$ cat src/rtl/image_ram_arbiter.sv
`default_nettype none
// ============================================================================
// Module      : image_ram_arbiter
// Description : Single-port image RAM arbiter, VGA fixed priority with a
//               CPU anti-starvation slot and a 2-stage read-return pipeline.
// Revision    : 1.0 - initial release
// ============================================================================
module image_ram_arbiter #(
  parameter int AW           = 8,
  parameter int DW           = 24,
  parameter int STARVE_LIMIT = 15
) (
  input  logic          clk,
  input  logic          reset,
  input  logic          cpu_req,
  input  logic          cpu_we,
  input  logic [AW-1:0] cpu_addr,
  input  logic [DW-1:0] cpu_wdata,
  output logic          cpu_gnt,
  output logic          cpu_ack,
  output logic [DW-1:0] cpu_rdata,
  input  logic          vga_req,
  input  logic [AW-1:0] vga_addr,
  output logic          vga_gnt,
  output logic          vga_valid,
  output logic [DW-1:0] vga_data,
  output logic          vga_stall,
  output logic [AW-1:0] ram_addr,
  output logic [DW-1:0] ram_din,
  output logic          ram_we,
  input  logic [DW-1:0] ram_dout
);

  localparam int            CW          = (STARVE_LIMIT < 1) ? 1 : $clog2(STARVE_LIMIT + 1);
  localparam logic [CW-1:0] C_LIMIT     = CW'(STARVE_LIMIT);
  localparam bit            C_FORCE_EN  = (STARVE_LIMIT != 0);

  logic [CW-1:0] starve_cnt_q, starve_cnt_d;
  logic          s1_v_q, s1_v_d;
  logic          s1_cpu_q, s1_cpu_d;
  logic          s1_we_q, s1_we_d;
  logic          cpu_ack_q, cpu_ack_d;
  logic [DW-1:0] cpu_rdata_q, cpu_rdata_d;
  logic          vga_valid_q, vga_valid_d;
  logic [DW-1:0] vga_data_q, vga_data_d;
  logic          vga_stall_q, vga_stall_d;
  logic          w_force;
  logic          w_cpu_gnt;
  logic          w_vga_gnt;

  always_comb begin
    w_force   = C_FORCE_EN && cpu_req && (starve_cnt_q >= C_LIMIT);
    w_vga_gnt = vga_req && !w_force;
    w_cpu_gnt = cpu_req && !w_vga_gnt;

    // A forced grant also lands here, so VGA wins again on the next cycle.
    starve_cnt_d = starve_cnt_q;
    if (w_cpu_gnt || !cpu_req) begin
      starve_cnt_d = '0;
    end else if (starve_cnt_q < C_LIMIT) begin
      starve_cnt_d = starve_cnt_q + 1'b1;
    end

    s1_v_d   = w_cpu_gnt || w_vga_gnt;
    s1_cpu_d = w_cpu_gnt;
    s1_we_d  = w_cpu_gnt && cpu_we;

    // Stage 2: ram_dout now holds the data for the access registered in stage 1.
    cpu_ack_d   = s1_v_q && s1_cpu_q;
    vga_valid_d = s1_v_q && !s1_cpu_q;
    cpu_rdata_d = (cpu_ack_d && !s1_we_q) ? ram_dout : cpu_rdata_q;
    vga_data_d  = vga_valid_d ? ram_dout : vga_data_q;
    vga_stall_d = vga_req && w_force;
  end

  always_ff @(posedge clk or posedge reset) begin
    if (reset) begin
      starve_cnt_q <= '0;
      s1_v_q       <= 1'b0;
      s1_cpu_q     <= 1'b0;
      s1_we_q      <= 1'b0;
      cpu_ack_q    <= 1'b0;
      cpu_rdata_q  <= '0;
      vga_valid_q  <= 1'b0;
      vga_data_q   <= '0;
      vga_stall_q  <= 1'b0;
    end else begin
      starve_cnt_q <= starve_cnt_d;
      s1_v_q       <= s1_v_d;
      s1_cpu_q     <= s1_cpu_d;
      s1_we_q      <= s1_we_d;
      cpu_ack_q    <= cpu_ack_d;
      cpu_rdata_q  <= cpu_rdata_d;
      vga_valid_q  <= vga_valid_d;
      vga_data_q   <= vga_data_d;
      vga_stall_q  <= vga_stall_d;
    end
  end

  assign cpu_gnt   = w_cpu_gnt;
  assign vga_gnt   = w_vga_gnt;
  assign ram_addr  = w_cpu_gnt ? cpu_addr : vga_addr;
  assign ram_din   = cpu_wdata;
  assign ram_we    = w_cpu_gnt && cpu_we;
  assign cpu_ack   = cpu_ack_q;
  assign cpu_rdata = cpu_rdata_q;
  assign vga_valid = vga_valid_q;
  assign vga_data  = vga_data_q;
  assign vga_stall = vga_stall_q;

endmodule
`default_nettype wire

$ cat config.mk
export PLATFORM = sky130hd
export DESIGN_NAME = image_ram_arbiter
export DESIGN_NICKNAME = d
export VERILOG_FILES = /design/src/rtl/image_ram_arbiter.sv
export SDC_FILE = /design/constraint.sdc
export NUM_CORES = 1
export LEC_CHECK = 0
export BUFFER_PORTS_ARGS = -buffer_cell sky130_fd_sc_hd__buf_2
export CORE_MARGIN = 2
export CORE_UTILIZATION = 46
export DETAILED_ROUTE_END_ITERATION = 6
export HOLD_SLACK_MARGIN = 0.1
export PLACE_DENSITY = 0.86
export SLEW_MARGIN = 10
export SYNTH_ARGS = -nofsm -noshare
export SYNTH_HDL_FRONTEND = slang
export SYNTH_SLANG_ARGS = --single-unit
$ cat constraint.sdc
create_clock -name clk -period 3.9 [get_ports clk]
set_input_delay 0.195 -clock clk [delete_from_list [all_inputs] [get_ports clk]]
set_output_delay 0.195 -clock clk [all_outputs]
set_load 0.05 [all_outputs]
# --- Word level (Yosys, flattened, before mapping) ---
# Index checks and enable logic that the tools add are counted.
op_classes:
  n_addsub: 1
  order_cmp: 2
  mux: 3
  n_reduce_logical: 16
ops:
  columns: ["op", "count"]
  rows:
  - ["logical AND 1 bit", 8]
  - ["two-way mux 4 bit", 2]
  - ["two-way mux 8 bit", 1]
  - ["zero test 1 bit", 5]
  - ["adder 4 x 1 -> 4 bit, second input constant", 1]
  - ["greater-or-equal comparator 4 bit, second input constant", 1]
  - ["less-than comparator 4 bit, second input constant", 1]
  - ["logical OR 1 bit", 2]
  - ["nonzero test 2 bit", 1]
totals:
  register_bits: 58
  out_inout_bits: 86
  input_bits: 69
  word_cells: 31

# --- Logic depth before layout (Yosys ltp) ---
# Gate-level depths: netlist of run 1.
logic_depth:
  word_depth: 8
  ltp_mapped: 5
  mapped_depth_nobuf: 4

# --- Worst setup path before layout of run 1 ---
# OpenSTA, ideal clock, no wires.
synth_path:
  path_kind: "register to output"
  startpoint: "register starve_cnt_q[0]"
  endpoint: "output port ram_we"
  setup_slack_ns: 2.003
  path_stages_with_launch: 5
  arrival_ns: 1.702
  n_path_buf: 0
  required_ns: 3.705
  path_cell_list: "dfrtp_1 > ha_1 > nand3_2 > a21oi_4 > and2_1"
synth_between:
  elab_chain_len: 7
synth_rtl:
  columns: ["element", "line_no", "source"]
  rows:
  - ["start, declared", "38", "logic [CW-1:0] starve_cnt_q, starve_cnt_d;"]
  - ["start signal, assigned", "88", "starve_cnt_q <= starve_cnt_d;"]
  - ["greater-or-equal comparator 4 bit", "52", "w_force = C_FORCE_EN && cpu_req && (starve_cnt_q >= C_LIMIT);"]
  - ["logical AND 1 bit", "52", null]
  - ["zero test 1 bit", "53", "w_vga_gnt = vga_req && !w_force;"]
  - ["logical AND 1 bit", "53", null]
  - ["zero test 1 bit", "54", "w_cpu_gnt = cpu_req && !w_vga_gnt;"]
  - ["logical AND 1 bit", "54", null]
  - ["named net cpu_gnt", "19", "output logic cpu_gnt,"]
  - ["logical AND 1 bit", "104", "assign ram_we = w_cpu_gnt && cpu_we;"]
  - ["end, declared", "30", "output logic ram_we,"]
# The timed path passes the listed nets, and every way through them passes these cells.

# --- Worst setup path in the final report of run 1 ---
layout_path:
  startpoint: "register starve_cnt_q[0]"
  endpoint: "output port ram_addr[5]"
layout_between:
  elab_chain_len: 7
layout_rtl:
  columns: ["element", "line_no", "source"]
  rows:
  - ["greater-or-equal comparator 4 bit", "52", null]
  - ["logical AND 1 bit", "52", null]
  - ["zero test 1 bit", "53", null]
  - ["logical AND 1 bit", "53", null]
  - ["zero test 1 bit", "54", null]
  - ["logical AND 1 bit", "54", null]
  - ["two-way mux 8 bit", "102", "assign ram_addr = w_cpu_gnt ? cpu_addr : vga_addr;"]
  - ["end, declared", "28", "output logic [AW-1:0] ram_addr,"]
# Every way passes these cells.

==> results of run 1 <==
## cell families (layout without fill, tap and decap cells)
| logic type | after synthesis | after routing | share of synthesized area (%) |
|---|---|---|---|
| AO/OA/AOI/OAI | 2 | 2 | 0.972 |
| XOR/XNOR | 2 | 2 | 0.716 |
| adder cells (fa/ha/maj) | 1 | 1 | 0.511 |
| buffers and inverters | 34 | 142 | 9.71 |
| flip-flops | 58 | 58 | 59.3 |
| multiplexers | 56 | 56 | 25.8 |
| AND/OR/NAND/NOR | 14 | 14 | 3.02 |
## layer usage
metal | vias to the layer above | part of all wire, % | global-route usage (%)
li1 | 744 | - | -
met1 | 792 | 37 | 18.4
met2 | 73 | 54 | 32.9
met3 | 20 | 6.0 | 4.00
met4 | 0 | 2.3 | 10.9
met5 | - | 0 | 0
## critical path, cell delays in order (launching register included)
cell	delay, ns
dfrtp_1	0.37
ha_1	0.21
nand3_2	0.15
a21oi_4	0.35
mux2_2	0.37
buf_2	0.21
## sequential cells by signal (all words and copies together) (netlist names)
name,flops
cpu_rdata,24
vga_data,24
starve_cnt_q,4
cpu_ack,1
s1_cpu_q,1
s1_v_q,1
s1_we_q,1
vga_stall,1
vga_valid,1
## placed cells by master (no fill, tap or decap)
cell / instances
mux2_1: 20
nand3_1: 2
clkinv_2: 1
nor2_1: 5
dlygate4sd3_1: 14
ha_1: 1
clkbuf_1: 1
nand2b_1: 2
clkbuf_8: 14
inv_1: 3
or2_2: 1
nand2_1: 1
buf_4: 2
xnor2_1: 1
a21oi_4: 1
and2_1: 2
inv_2: 1
buf_2: 106
mux2_2: 36
dfrtp_1: 58
xor2_1: 1
nand3_2: 1
o21a_1: 1
## where the power goes
part	switching (mW)	internal (mW)	total, mW	leakage, nW
clock network	0.215	0.317	0.532	0.106
registers	0.0400	0.684	0.724	0.689
logic	0.416	0.151	0.568	0.773
total	0.672	1.15	1.82	1.57
## worst max path at each step
stage                     cells past startpoint      endpoint       startpoint
after floorplan                               4        ram_we  starve_cnt_q[0]
after global placement                        3  cpu_rdata[5]           s1_v_q
after detailed placement                      3  cpu_rdata[7]           s1_v_q
after CTS                                     5   ram_addr[5]  starve_cnt_q[0]
after global routing                          5   ram_addr[1]  starve_cnt_q[0]
final                                         5   ram_addr[5]  starve_cnt_q[0]
## timing repair
| item | in CTS | in global routing |
|---|---|---|
| buffers inserted | 0 | 0 |
| endpoints found under the hold margin | 14 | 1 |
| hold buffers | 13 | 1 |
## area by class of cell
type / instances / area [um2] / area share, %
Clock buffer: 15 / 196 / 6.14
Clock inverter: 1 / 5.00 / 0.156
Inverter: 4 / 15.0 / 0.469
Multi-Input combinational cell: 75 / 758 / 23.7
Sequential cell: 58 / 1450 / 45.4
Tap cell: 70 / 87.6 / 2.74
Timing Repair Buffer: 122 / 686 / 21.4
==> results.json, run 1 <==
{
  "clk_path_buf_depth": 2,
  "endpoint_kind": "output pin",
  "yosys_warnings": 0,
  "synth.area.top_cells": "dfrtp_1, mux2_2, mux2_1",
  "drv_slew": 0,
  "crit_arrival_ns": 1.98,
  "placed_area_um2": 2860,
  "finalClockSkew_ns": 0.00299,
  "syn_inst": 167,
  "cp_max_fo": 11,
  "grt-ovfl-total": 0,
  "tightest_slew_ns": 1.14,
  "start_util_pct": 47.9,
  "dp_slack_ns": 2.00,
  "synth_ff_type": "dfrtp_1",
  "place_congestion": 0.717,
  "power_mw": 1.82,
  "synth_top_cell_by_area": "dfrtp_1",
  "path_clk_slew_ns": 0.06,
  "leakagePower_nw": 1.57,
  "min_to": "cpu_rdata[16]",
  "seq_area_frac_synth_pct": 59.3,
  "r2r-start": "s1_v_q",
  "hold_slack_ns": 0.114,
  "drc_errors": 0,
  "syn_nets": 237,
  "die_h_um": 76.9,
  "rsz0062_at_grt": "false",
  "synth_edf_count": 0,
  "fillers": 424,
  "wirelength_um": 5090,
  "cp_data_required_time_ns": 3.70,
  "hp-start": "ram_dout[16]",
  "reg2reg_setup_slack_ns": 2.02,
  "drt-pass1-iter-count": 3,
  "fin_tns_setup_ns": 0,
  "ioPinCount": 155,
  "drv_cap": 0,
  "die_w_um": 76.9,
  "dp.final_hpwl_um": 3590,
  "synth-seq-cells": 58,
  "numCtsBuffers": 9,
  "tritoncts": "built",
  "area_growth_pct": 30.7,
  "clock-root-buffer": "clkbuf_8",
  "clock_sinks": 58,
  "grt_start_max_net_pins": 57,
  "peakVddDrop_uv": 213,
  "synth_area_um2": 2450,
  "synth_cell_types": 19,
  "min_period_ns": 2.17,
  "nets": 340,
  "post-route-period-util_pct": 55.7,
  "diodes": 0,
  "max_freq_mhz": 461,
  "track_usage_pct": 17.9,
  "rows": 26,
  "finalCoreUtilization_pct": 62.6,
  "drt_iter0_markers": 43,
  "yosysMostFrequentCell": "dfrtp_1",
  "h-tree-depth": 3,
  "setup.worst_path.class": "reg2out",
  "fin_ws_ns": 1.73,
  "hold_path.class": "in2reg",
  "dieArea_um2": 5920,
  "grt_pass1_vias": 1714,
  "layoutNonFillerInstCount": 345,
  "clkLatencyLatePin_ns": 0.31,
  "final_area_um2": 3200,
  "hold_viol": 0,
  "vias_per_cell": 4.72,
  "grt_pass1_wl_um": 8180,
  "r2r-end": "cpu_rdata[7]",
  "finalSetupViolCount": 0,
  "avgSynthCellArea_um2": 14.7,
  "num_vias": 1629,
  "io_buffers": 106,
  "worstHoldPathCells": 2,
  "drive_gt1_share_pct": 59.3,
  "start_kind": "flop",
  "cts_resized": 0,
  "power-per-cell-area_nw_per_um2": 570,
  "antenna_found_initial": 0,
  "yosys.area.top_type_share_pct": 59.3,
  "dp_cells": 315,
  "run_status": "completed",
  "ant_nets": 0,
  "synth_common_cells": "dfrtp_1, mux2_2, buf_4, mux2_1, nor2_1",
  "r2r_cells": 3,
  "wl_per_cell_um": 14.7,
  "slew_headroom_pct": 23.7,
  "async_flop_share_pct": 100,
  "core_area_um2": 5110
}
Power figures use the tool's default switching activity.
==> inputs of run 2 (changes only) <==
ABC_AREA = 1   (was unset)
CORE_UTILIZATION = 43   (was 46)
PLACE_DENSITY = 0.8   (was 0.86)
clock period = 2 ns   (was 3.9 ns; I/O delays follow)
==> results.json, run 2 <==
{
  "num_vias": 2103,
  "hold_viol": 0,
  "vias_per_cell": 4.61,
  "yosysMostFrequentCell": "nand2_1",
  "place_congestion": 0.780,
  "path_clk_slew_ns": 0.06,
  "cts_setup_buffers": 0,
  "rows": 27,
  "p_switching_mw": 1.36,
  "cp_max_fo": 5,
  "start_util_pct": 45.1,
  "tritoncts": "built",
  "start_kind": "flop",
  "max_freq_mhz": 522,
  "synth_edf_count": 0,
  "r2r_cells": 3,
  "endpoint_kind": "output pin",
  "synth_ff_type": "dfrtp_1",
  "seq_area_frac_synth_pct": 57.4,
  "avgSynthCellArea_um2": 9.51,
  "finalSetupViolCount": 0,
  "worstHoldPathCells": 0,
  "drv_cap": 0,
  "cpMostUsedCell": "nand2_1",
  "final_area_um2": 3470,
  "grt-ovfl-total": 0,
  "synth.area.top_cells": "dfrtp_1, nand2_1, buf_4",
  "run_status": "completed",
  "cp_data_required_time_ns": 1.90,
  "dieArea_um2": 6510,
  "min_period_ns": 1.92,
  "core_area_um2": 5610,
  "die_h_um": 80.7,
  "grt_start_max_net_pins": 50,
  "power_frac_comb_pct": 28.5,
  "wirelength_um": 6010,
  "placed_area_um2": 2910,
  "async_flop_share_pct": 100,
  "drc_errors": 0,
  "grt_pass1_wl_um": 9030,
  "synth-seq-cells": 58,
  "setup.worst_path.class": "reg2out",
  "hold_path.class": "in2out",
  "reg2reg_setup_slack_ns": 0.48,
  "r2r-start": "s1_v_q",
  "hp-start": "cpu_wdata[10]",
  "internal_power_mw": 2.48,
  "yosys.area.top_type_share_pct": 57.4,
  "finalClockSkew_ns": 0.00621,
  "path_cells": "ha_1 > nand3_2 > a21oi_2 > nand2_1 > nand2_1 > buf_2",
  "grt_pass1_vias": 2010,
  "cp_slowest_stage_delay_ns": 0.37,
  "clock_sinks": 58,
  "drt-pass1-iter-count": 4,
  "rsz0062_at_grt": "true",
  "synth_cell_types": 24,
  "h-tree-depth": 3,
  "layoutNonFillerInstCount": 456,
  "r2r-end": "vga_data[6]",
  "area_growth_pct": 37.3,
  "swShare_pct": 35.5,
  "numCtsBuffers": 9,
  "pwr-share-seq_pct": 36.4,
  "antenna_found_initial": 0,
  "min_to": "ram_din[10]",
  "slew_headroom_pct": 41.2,
  "yosys_warnings": 0,
  "track_usage_pct": 18.5,
  "nets": 449,
  "drive_gt1_share_pct": 37.8,
  "io_buffers": 106,
  "final_common_cell": "buf_2",
  "synth_common_cells": "nand2_1, dfrtp_1, inv_1, buf_4, o21ai_1",
  "power.share.clock_pct": 35.0,
  "leakagePower_nw": 1.89,
  "syn_nets": 336,
  "diodes": 0,
  "drv_slew": 0,
  "clock-root-buffer": "clkbuf_8",
  "ant_nets": 0,
  "drt_iter0_markers": 89,
  "syn_inst": 266,
  "clkLatencyLatePin_ns": 0.33,
  "clk_path_buf_depth": 2,
  "die_w_um": 80.7,
  "dp.final_hpwl_um": 3800,
  "layout_common_cells": "buf_2, nand2_1, dfrtp_1, inv_1, dlygate4sd3_1",
  "dp_cells": 411,
  "crit_arrival_ns": 1.82,
  "tightest_slew_ns": 0.882,
  "synth_top_cell_by_area": "dfrtp_1",
  "power-per-cell-area_nw_per_um2": 1110,
  "ioPinCount": 155,
  "post-route-period-util_pct": 95.9,
  "wl_per_cell_um": 13.2,
  "peakVddDrop_uv": 521,
  "slowest_stage": "dfrtp_1",
  "synth_area_um2": 2530
}
-- run 2: cell count changes after synthesis, moves of 2 or more --
| cell | previous run | this run |
|---|---|---|
| nand2_2 | 0 | 6 |
| o21ai_2 | 0 | 9 |
| and2_1 | 2 | 0 |
| mux2_2 | 36 | 0 |
| o21ai_0 | 0 | 18 |
| nand2b_1 | 2 | 0 |
| nand2_1 | 1 | 70 |
| mux2_1 | 20 | 0 |
| buf_6 | 2 | 4 |
| o21ai_1 | 0 | 21 |
| inv_1 | 4 | 33 |
-- run 2: repair_timing --
item | CTS | global route
hold buffers | 28 | 0
endpoints found under the hold margin | 72 | 0
endpoints found under the setup margin | 0 | 9
gates resized for setup | 0 | 8
-- run 2: stage by stage --
step	TNS [ns]	hold slack (ns)	worst slack [ns]	util (%)	power (mW)
finish	0	0.200	0.0826	62.0	3.85
global route	-0.110	0.200	-0.0322	62.0	4.00
CTS	0	0.200	0.0107	61.3	3.86
detailed placement	0	0.153	0.369	51.8	2.47
global placement	0	0.150	0.503	51.8	2.45
floorplan	0	0.245	0.242	-	2.34
-- run 2: worst max-delay path, delay by kind of cell, from the launching register on --
kind / cells / cell delay (ns)
buffers and inverters: 1 / 0.25
adder cells (fa/ha/maj): 1 / 0.24
flip-flops: 1 / 0.37
AO/OA/AOI/OAI: 1 / 0.29
AND/OR/NAND/NOR: 3 / 0.33
-- run 2: cell type report --
type                            instances  area [um2]
Fill cell                             461        2130
Sequential cell                        58        1450
Timing Repair Buffer                  135         846
Multi-Input combinational cell        142         712
Clock buffer                           11         151
Inverter                               33         124
Clock inverter                          5         100
Tap cell                               72        90.1
-- run 2: kinds of logic after synthesis --
family,after synthesis,share of synthesized area (%)
buf+inv,67,15.3
flops,58,57.4
simple gates,87,14.0
compound gates,51,12.1
xor+xnor,2,0.693
fa+ha+maj,1,0.494
-- run 2: how the worst max path moves through the flow --
stage          slack, ns  cells past startpoint             from          end
2_1_floorplan       0.24                      5  starve_cnt_q[0]      s1_we_q
3_3_place_gp        0.50                      6  starve_cnt_q[0]       ram_we
3_5_place_dp        0.37                      6  starve_cnt_q[0]       ram_we
4_1_cts             0.01                      6  starve_cnt_q[0]       ram_we
5_1_grt            -0.03                      6  starve_cnt_q[0]  ram_addr[7]
6_report            0.08                      6  starve_cnt_q[0]  ram_addr[7]
-- run 2: routing by layer --
| metal | track usage (%) | wire [um] | vias up |
|---|---|---|---|
| met1 | 19.8 | 2380 | 957 |
| met4 | 12.4 | 184 | 0 |
| li1 | - | - | 1028 |
| met3 | 4.83 | 496 | 22 |
| met2 | 32.2 | 2940 | 96 |
| met5 | 0 | 0 | - |
-- run 2: power by group through the flow --
stage	Combinational, mW	Clock [mW]	Sequential (mW)
after floorplan	0.407	0	1.93
after global placement	1.04	0	1.41
after detailed placement	1.05	0	1.42
after CTS	1.09	1.37	1.40
after global routing	1.17	1.42	1.42
final	1.10	1.35	1.40
==> inputs of run 3 (changes only) <==
CELL_PAD_IN_SITES_DETAIL_PLACEMENT = 0   (was unset)
CELL_PAD_IN_SITES_GLOBAL_PLACEMENT = 1   (was unset)
CORE_UTILIZATION = 30   (was 43)
PLACE_DENSITY = 0.79   (was 0.8)
==> results.json, run 3 (synthesis results as in run 2) <==
{
  "worstHoldPathCells": 0,
  "max_freq_mhz": 542,
  "rows": 33,
  "drc_errors": 0,
  "hold_path.class": "in2out",
  "track_usage_pct": 13.2,
  "final_area_um2": 3530,
  "place_congestion": 0.747,
  "fin_tns_setup_ns": 0,
  "setup.worst_path.class": "reg2out",
  "diodes": 0,
  "die_h_um": 95.8,
  "reg2reg_setup_slack_ns": 0.49,
  "grt_pass1_vias": 2085,
  "clock_sinks": 58,
  "final_common_cell": "buf_2",
  "finalClockSkew_ns": 0.0107,
  "cp_data_required_time_ns": 1.90,
  "wl_per_cell_um": 11.6,
  "hp-start": "cpu_wdata[12]",
  "die_w_um": 95.8,
  "r2r-end": "vga_data[5]",
  "wirelength_um": 5690,
  "post-route-period-util_pct": 92.2,
  "start_kind": "flop",
  "crit_arrival_ns": 1.74,
  "r2r-start": "s1_v_q",
  "tightest_slew_ns": 0.924,
  "num_vias": 2053,
  "ant_nets": 0,
  "path_clk_slew_ns": 0.07,
  "drv_cap": 0,
  "h-tree-depth": 3,
  "rsz0062_at_grt": "false",
  "leakagePower_nw": 1.89,
  "met3_usage_pct": 2.82,
  "run_status": "completed",
  "grt_start_max_net_pins": 50,
  "numCtsBuffers": 9,
  "ioPinCount": 155,
  "r2r_cells": 3,
  "endpoint_kind": "output pin",
  "grt_pass1_wl_um": 9200,
  "power_mw": 3.82,
  "slew_headroom_pct": 38.4,
  "core_area_um2": 8180,
  "tritoncts": "built",
  "use_met1_pct": 15.1,
  "dieArea_um2": 9180,
  "cp_max_fo": 6,
  "min_period_ns": 1.84,
  "drive_gt1_share_pct": 37.8,
  "layout_common_cells": "buf_2, nand2_1, dfrtp_1, inv_1, dlygate4sd3_1",
  "placed_area_um2": 2940,
  "peakVddDrop_uv": 365,
  "vias_per_cell": 4.18,
  "hold_viol": 0,
  "start_util_pct": 30.9,
  "antenna_found_initial": 0,
  "drt-pass1-iter-count": 4,
  "use_met2_pct": 22.5,
  "drv_slew": 0,
  "finalCoreUtilization_pct": 43.2,
  "io_buffers": 106,
  "finalSetupViolCount": 0,
  "area_growth_pct": 39.5,
  "min_to": "ram_din[12]",
  "drt_iter0_markers": 41,
  "power-per-cell-area_nw_per_um2": 1080,
  "nets": 451,
  "grt-busiest-layer": "met2",
  "clkLatencyLatePin_ns": 0.33,
  "dp.final_hpwl_um": 3810,
  "grt-ovfl-total": 0,
  "clock-root-buffer": "clkbuf_8",
  "clk_path_buf_depth": 2
}
## run 3: cell count changes in the layout (fill, tap and decap cells not counted), sizes merged
cell         previous run  this run
buf                   101       102
dlygate4sd3            28        29
## run 3: layout make-up
class	count	area [um2]
flip-flops and latches	58	1450
well taps	105	131
fillers	820	4650
clock inverters	5	100
multi-input cells	142	719
inverters	33	124
repair buffers	137	851
clock buffers	11	151
## run 3: worst max path at each step
stage                               start     endpoint  slack, ns  cells after the start
final                     starve_cnt_q[0]  ram_addr[2]       0.16                      6
after floorplan           starve_cnt_q[0]      s1_we_q       0.24                      5
after global placement    starve_cnt_q[0]  ram_addr[3]       0.46                      6
after global routing      starve_cnt_q[0]  ram_addr[3]      0.007                      6
after CTS                 starve_cnt_q[0]       ram_we       0.06                      6
after detailed placement  starve_cnt_q[0]       ram_we       0.43                      6
## run 3: per-layer routing
| layer | routed length (um) | up-vias |
|---|---|---|
| li1 | - | 1028 |
| met1 | 2360 | 927 |
| met2 | 2780 | 84 |
| met3 | 396 | 14 |
| met4 | 144 | 0 |
| met5 | 0 | - |
## run 3: power breakdown
| group | switching, mW | leakage (nW) | internal (mW) |
|---|---|---|---|
| clock | 0.439 | 0.129 | 0.891 |
| sequential | 0.0817 | 0.715 | 1.32 |
| combinational | 0.817 | 1.05 | 0.270 |
## run 3: what timing repair did
action / CTS / global route
endpoints found under the hold margin: 109 / 0
gates resized for setup: 0 / 9
hold buffers: 29 / 0
setup endpoints to repair: 0 / 9
setup buffers: 0 / 0
## run 3: through the flow
| step | instances | hold slack, ns | worst slack (ns) |
|---|---|---|---|
| global route | 491 | 0.200 | 0.00721 |
| floorplan | 266 | 0.245 | 0.242 |
| finish | 491 | 0.200 | 0.156 |
| detailed placement | 445 | 0.194 | 0.433 |
| CTS | 490 | 0.200 | 0.0566 |
| global placement | 445 | 0.194 | 0.459 |
## run 3: worst max-delay path, stage by stage (launching register included)
cell and delay [ns]:
dfrtp_1 0.37, ha_1 0.23, nand3_2 0.18, a21oi_4 0.27, nand2_1 0.08, nand2_1 0.07
clkbuf_4 0.22
